[config.mk]
export PLATFORM = sky130hd
export DESIGN_NAME = multi_clock_divider
export DESIGN_NICKNAME = d
export VERILOG_FILES = /design/src/rtl/multi_clock_divider.sv
export SDC_FILE = /design/constraint.sdc
export NUM_CORES = 1
export LEC_CHECK = 0
export CAP_MARGIN = 20
export CORE_MARGIN = 2
export CORE_UTILIZATION = 55
export DETAILED_ROUTE_END_ITERATION = 7
export MAX_ROUTING_LAYER = met4
export PLACE_DENSITY = 0.79
export SYNTH_ARGS = -nofsm -noshare
export SYNTH_HDL_FRONTEND = slang
export SYNTH_SLANG_ARGS = --single-unit
export TNS_END_PERCENT = 100
[constraint.sdc]
create_clock -name clk -period 4.6 [get_ports clk]
set_clock_uncertainty 0.2 [all_clocks]
set_input_delay 0.69 -clock clk [delete_from_list [all_inputs] [get_ports clk]]
set_output_delay 0.69 -clock clk [all_outputs]
set_load 0.005 [all_outputs]
[src/rtl/multi_clock_divider.sv]
// Multi-channel clock-enable generator: per-channel programmable tick/square-wave
// dividers with shadowed divisors, plus a fixed divide-by-four pixel enable.
module multi_clock_divider #(
  parameter int unsigned NUM_CH   = 4,
  parameter int unsigned CNT_W    = 24,
  parameter int unsigned DIV_INIT = 50000
) (
  input  logic              clk,
  input  logic              rst_n,
  input  logic              cfg_we,
  input  logic [3:0]        cfg_ch,
  input  logic [CNT_W-1:0]  cfg_div,
  input  logic [NUM_CH-1:0] ch_en,
  input  logic              sync,
  output logic [NUM_CH-1:0] tick,
  output logic [NUM_CH-1:0] clk_out,
  output logic [NUM_CH-1:0] cfg_pending,
  output logic              pix_en
);

  localparam logic [CNT_W-1:0] DivInit = CNT_W'(DIV_INIT);

  for (genvar i = 0; i < NUM_CH; i++) begin : g_ch
    logic [CNT_W-1:0] cnt_q, cnt_d;
    logic [CNT_W-1:0] act_q, act_d;
    logic [CNT_W-1:0] shd_q, shd_d;
    logic [CNT_W-1:0] deff;
    logic             clk_q, clk_d;
    logic             tick_q, tick_d;
    logic             pend_q, pend_d;
    logic             wr, term, restart;

    assign wr = cfg_we && (cfg_ch == 4'(i));

    always_comb begin
      deff    = (act_q == '0) ? CNT_W'(1) : act_q;
      term    = (cnt_q == deff - CNT_W'(1));
      restart = sync || !ch_en[i];
      cnt_d   = cnt_q;
      act_d   = act_q;
      shd_d   = shd_q;
      clk_d   = clk_q;
      tick_d  = 1'b0;
      pend_d  = pend_q;
      if (restart || term) begin
        // Period boundary: the only point where a new divisor may take effect.
        cnt_d  = '0;
        clk_d  = restart ? 1'b0 : ~clk_q;
        tick_d = !restart;
        act_d  = wr ? cfg_div : (pend_q ? shd_q : act_q);
        pend_d = 1'b0;
      end else begin
        cnt_d = cnt_q + CNT_W'(1);
        if (wr) begin
          pend_d = 1'b1;
        end
      end
      if (wr) begin
        shd_d = cfg_div;
      end
    end

    always_ff @(posedge clk) begin
      if (!rst_n) begin
        cnt_q  <= '0;
        act_q  <= DivInit;
        shd_q  <= DivInit;
        clk_q  <= 1'b0;
        tick_q <= 1'b0;
        pend_q <= 1'b0;
      end else begin
        cnt_q  <= cnt_d;
        act_q  <= act_d;
        shd_q  <= shd_d;
        clk_q  <= clk_d;
        tick_q <= tick_d;
        pend_q <= pend_d;
      end
    end

    assign tick[i]        = tick_q;
    assign clk_out[i]     = clk_q;
    assign cfg_pending[i] = pend_q;
  end

  logic [1:0] pix_q;
  logic       pix_en_q;

  always_ff @(posedge clk) begin
    if (!rst_n) begin
      pix_q    <= 2'b00;
      pix_en_q <= 1'b0;
    end else begin
      pix_q    <= pix_q + 2'b01;
      pix_en_q <= (pix_q == 2'b11);
    end
  end

  assign pix_en = pix_en_q;

endmodule

# Yosys cells after proc, flatten, opt, wreduce, memory -nomap -nowiden
# Cells that the tools add are included.
[totals]
wordCells = 105
mem_count = 0
input_bits = 36
out_inout_bits = 13
latch_bits = 0
mem_bits_ro = 0
ff_bits = 303
mem_bits_rw = 0
[op_classes]
n_shift = 0
add_sub_neg = 9
muxes = 16
eq_ne = 8
order_cmp = 0
n_reduce_logical = 41
n_bitwise = 5
div = 0
multipliers = 0
[op_table]
columns = ["operator", "count"]
rows = [
  ["$mux 24", 12],
  ["$add 24x1->24 const B", 4],
  ["$eq 24x24->1", 4],
  ["$logic_not 24->1", 4],
  ["$sub 24x1->24 const B", 4],
  ["$reduce_and 2->1", 8],
  ["$eq 4x2->1 const B", 2],
  ["$logic_not 1->1", 8],
  ["$logic_or 1x1->1", 8],
  ["$reduce_bool 2->1", 4],
  ["$reduce_or 2->1", 4],
  ["$not 1->1", 5],
  ["$eq 4x1->1 const B", 1],
  ["$logic_and 1x1->1", 4],
  ["$logic_not 4->1", 1],
  ["$mux 1", 4],
  ["$add 2x1->2 const B", 1],
  ["$eq 2x2->1 const B", 1],
]

# Longest topological paths before layout
[logic_depth]
ltp_word = 6
ltp_mapped = 17
ltp_nobuf = 12

# Worst setup path after synthesis
# No wires, ideal clock.
[synth_path]
path_kind = "register to register"
start = "register g_ch[3].act_q[10]"
end = "register g_ch[3].act_q[11]"
period_less_slack_ps = 4249
t_required_ps = 4276
path_stages_with_launch = 17
slack_ps = 351
path_buffers = 4
arrival_time_ps = 3925
cell_sequence = "dfxtp_1 -> clkbuf_1 -> or3_1 -> nor3_1 -> clkbuf_1 -> a31oi_1 -> ha_1 -> or4b_2 -> clkbuf_1 -> nor3_1 -> xnor2_1 -> nand4_1 -> a2111oi_0 -> nand4b_1 -> buf_2 -> and3_1 -> a2111o_1"
[synth_between]
elab_chain_len = 6
[synth_rtl]
columns = ["item", "line", "text"]
rows = [
  ["start: declaration", "25", "logic [CNT_W-1:0] act_q, act_d;"],
  ["start signal: assignment", "66", "act_q <= DivInit;"],
  ["start signal: assignment", "73", "act_q <= act_d;"],
  ["$logic_not 24->1", "36", "deff = (act_q == '0) ? CNT_W'(1) : act_q;"],
  ["$mux 24 *", "36", ""],
  ["$sub 24x1->24 *", "37", "term = (cnt_q == deff - CNT_W'(1));"],
  ["$eq 24x24->1 *", "37", ""],
  ["$logic_or 1x1->1 *", "45", "if (restart || term) begin"],
  ["$reduce_and 2->1 (no line) *", "-", ""],
]
# Mark *: on every way between the ends. The rest lies on a longest branch, timed or not.
# A chain may end at the register's enable or synchronous reset.

# Worst setup path after layout
[layout_path]
start = "register g_ch[1].act_q[8]"
end = "register g_ch[1].act_q[23]"
[layout_between]
elab_chain_len = 6
[layout_rtl]
columns = ["item", "line"]
rows = [
  ["start: declaration", "25"],
  ["start signal: assignment", "66"],
  ["start signal: assignment", "73"],
  ["$logic_not 24->1", "36"],
  ["$mux 24 *", "36"],
  ["$sub 24x1->24 *", "37"],
  ["$eq 24x24->1 *", "37"],
  ["$logic_or 1x1->1 *", "45"],
  ["$reduce_and 2->1 (no line) *", "-"],
]
# Marked as above.

==> summary.txt <==
Outcome
  – Outcome: complete, no violations

Clocking
  – Setup Fix Bufs, Post-CTS: 0
  – Worst skew pair latency: 510 ps
  – Hold Buf Count CTS: 0
  – Clk sinks: 303
  – Clock slew at reported path FFs: 60 ps
  – H-tree Lvls: 2
  – Num CTS Buffers: 34
  – Root Driver: clkbuf_16
  – CTS tree: yes
  – Clock Tree Buf Depth: 3

Floorplanning
  – Die area: between 30000 and 40000 µm²
  – Die height: 175 µm
  – I/O Pins: between 40 and 50
  – Initial Utilization: approximately 56%
  – CORE AREA: 28800 µm²
  – Die Width: roughly 180 µm
  – Row cnt: 62

Critical path
  – CP Capture Type: register
  – WS Path Type: register to register
  – Crit path cell chain: nor4_2 -> buf_4 -> and4_1 -> a21oi_1 -> ha_1 -> nor2b_1 -> nand2_1 -> xnor2_1 -> nor4_1 -> nand3_1 -> a2111oi_2 -> and2_1 -> buf_4 -> o21ai_0
  – CP arrival: ~4500 ps
  – Slowest cell on crit path: a2111oi_2
  – CP Buf/Inv Count: 2
  – Slowest cell delay on critical path: roughly 600 ps
  – Worst setup SP type: register
  – CP dominant cell by count: buf_4
  – Critical Path RT: 4780 ps
  – Crit path max-delay family: simple AND/OR/NAND/NOR gates
  – Max FO, Critical Path: 24

Min path
  – Worst hold-check path type: register to register

Synth
  – Post-Synth Adder-Cell Area: less than 1%
  – Post-synth EDFFs: 0
  – Mux share of post-synthesis cell area: 2.66%
  – Synth Area in Simple Gates: 28.0%
  – Largest family of logic cells by synthesized area: simple AND/OR/NAND/NOR gates
  – Area share of the largest cell type after synthesis: 37.6%
  – Post-Syn Nets: between 2000 and 2500
  – XOR/XNOR share of the synthesized area: 10.8%
  – #FFs+latches synth: 303
  – Post-synthesis compound-gate area fraction: 14.7%
  – Area leader, netlist: dfxtp_1
  – Synth Flop Type: dfxtp_1
  – Dominant cells by area after synthesis: dfxtp_1 (38%), nand2_1 (6.1%), xnor2_1 (5.8%), nor2_1 (5.4%), xor2_1 (5.0%)
  – Mapped Cells: 1994
  – Netlist Area Pre-Place: 16200 µm²
  – Yosys cell types: 84
  – Post-synthesis sequential area ratio: 37.6%
  – FFs w/ async S/R, synth: 0%
  – Mapped Avg Cell Area: approximately 8.1 µm²
  – Warnings, synthesis: 0

STA
  – Fin crit share: 93.4%
  – Slew HR: between 40% and 50%
  – Slew at the pin closest to its max-slew limit: 887 ps
  – Post-route minimum period: ~4300 ps
  – Max frequency: 0.233 GHz
  – Pins over their slew limit: 0
  – Final-layout worst hold slack: between 200 and 250 ps
  – Final setup violation count: 0
  – Hold Fails Final Rpt: 0

Power
  – Switching portion of total power: 21.3%
  – Share of total power in sequential cells: 45.4%
  – NetSw: 1.24 mW
  – Leak: around 7.0 nW
  – Share of total power in combinational logic: ~3.5%
  – Int Pwr: about 4.6 mW
  – Power density over the cells: 319 nW/µm²
  – Clock power frac: 51.1%
  – Maximum VDD drop: roughly 0.23 mV

Finish
  – Fraction of layout cells with a size suffix above 1: 9.09%
  – Commonest non-fill, non-tap cell in the layout: dfxtp_1
  – Fin area: 18300 µm²
  – Most frequent cells in the layout: dfxtp_1 (303), nand2_1 (264), nor2_1 (230), xnor2_1 (107), xor2_1 (92)
  – Area Growth Syn to Fin: 13.5%
  – Final #Nets: 2055

Placed design
  – Global placement routability congestion: 0.956
  – Final HPWL DP: 31.7 mm
  – # port buffers: 48
  – Placed inst area: 17000 µm²

Route
  – Remaining DRCs: 0
  – Final antenna-violating net count: 0
  – Number of vias per cell: 5.98
  – Via count: 14500
  – DR iter-0 viols: 1273
  – WL/cell: 18.1 µm
  – TritonRoute pass-1 iters: 7
  – Total Wirelength: 43.8 mm

Global route
  – Top Usage Layer GRT: met2
  – Global routing met1 resource utilization: roughly 38%
  – First-pass GRT wire length: between 70 and 80 mm
  – Antenna violations before repair: 2
  – Met2 Use GR: 46.0%
  – Vias in the first global route: 13800
  – Grt ovf: 0
  – Largest net degree at the start of global routing: 55
  – Grt met3 use: between 4 and 5%
  – GRT Util Overall: 29.1%

Flow run
  – Max-cap violations: 0
[synth_stat cells, drive strengths merged (6+ instances only)]
library cell and number:
nor3b 9, and2 18, nand2b 7, a21boi 56
a22o 19, nor2 232, nand2 264, buf 47
a221oi 8, dfxtp 303, a22oi 7, nor2b 27
xnor2 107, nor4 71, and3 65, or2 6
a31oi 6, o31a 8, a2111oi 13, mux2i 17
o21ai 37, and4 9, or3 14, or4 16
xor2 92, nand3 81, o31ai 8, a2111o 20
o2111ai 7, a21oi 48, nand4 36, clkbuf 89
nor3 55, ha 9, a211oi 8, inv 73
a221o 19, mux2 23
[power groups by stage]
stage	clock, mW	sequential, mW	combinational [mW]
floorplan	0	2.71	0.105
global placement	0	2.71	0.195
detailed placement	0	2.71	0.197
CTS	3.02	2.65	0.199
global route	3.14	2.65	0.218
finish	2.99	2.65	0.204
[repair_timing]
| action | CTS | global route |
|---|---|---|
| resized for setup | 0 | 3 |
| endpoints found under the hold margin | 0 | 0 |
| setup endpoints to repair | 0 | 50 |
[layout make-up]
type | count | area [µm²]
inverters | 73 | 274
fillers | 2491 | 10400
diodes | 1 | 2.50
repair buffers | 116 | 1040
clock buffers | 49 | 1060
flip-flops and latches | 303 | 6070
clock inverters | 13 | 198
multi-input cells | 1482 | 9210
well taps | 384 | 480
[registers in the layout (all words and copies together) (netlist names)]
register	cells
g_ch.cnt_q	96
pix_q	2
pix_en	1
g_ch.clk_q	4
g_ch.act_q	96
g_ch.pend_q	4
g_ch.shd_q	96
g_ch.tick_q	4
[kinds of logic after synthesis]
| group | after synthesis |
|---|---|
| and+or+nand+nor | 928 |
| AOI/OAI and AO/OA | 306 |
| DFF | 303 |
| buffers and inverters | 209 |
| xor gates and xnor gates | 199 |
| muxes | 40 |
| adders and majority gates | 9 |
[routing by layer]
layer,part of all wire [%],wire length [µm]
met5,0,0
met4,3.1,1360
met3,6.2,2690
met2,46,20300
met1,44,19400
[path summary, 6_finish.rpt]
path / start / endpoint / slack, ps / depth (start not counted)
setup / recovery: g_ch[1].act_q[8] / g_ch[1].act_q[23] / 300 / 14
hold / removal: pix_q[0] / pix_q[0] / 230 / 1
setup reg to reg: g_ch[1].act_q[8] / g_ch[1].act_q[23] / 300 / 14
hold reg to reg: pix_q[0] / pix_q[0] / 230 / 1
[worst reg2reg max path: cells and delay by family (launching register included)]
| family | cells | cell delay (ps) |
|---|---|---|
| AOI/OAI and AO/OA | 3 | 1010 |
| xor gates and xnor gates | 1 | 200 |
| adders and majority gates | 1 | 280 |
| buffers and inverters | 2 | 410 |
| DFF | 1 | 510 |
| and+or+nand+nor | 7 | 1570 |
[stage by stage]
stage	utilization [%]	instances	TNS, ps	power (mW)	setup slack (ps)
after global routing	63.7	2421	-38.5	6.00	-15.5
after detailed placement	59.2	2356	0	2.91	353
final	63.7	2421	0	5.84	303
after CTS	63.6	2418	0	5.87	331
after global placement	59.2	2356	0	2.90	330
after floorplan	-	1994	0	2.81	351
Note: power is estimated with default switching activity, not from simulation.
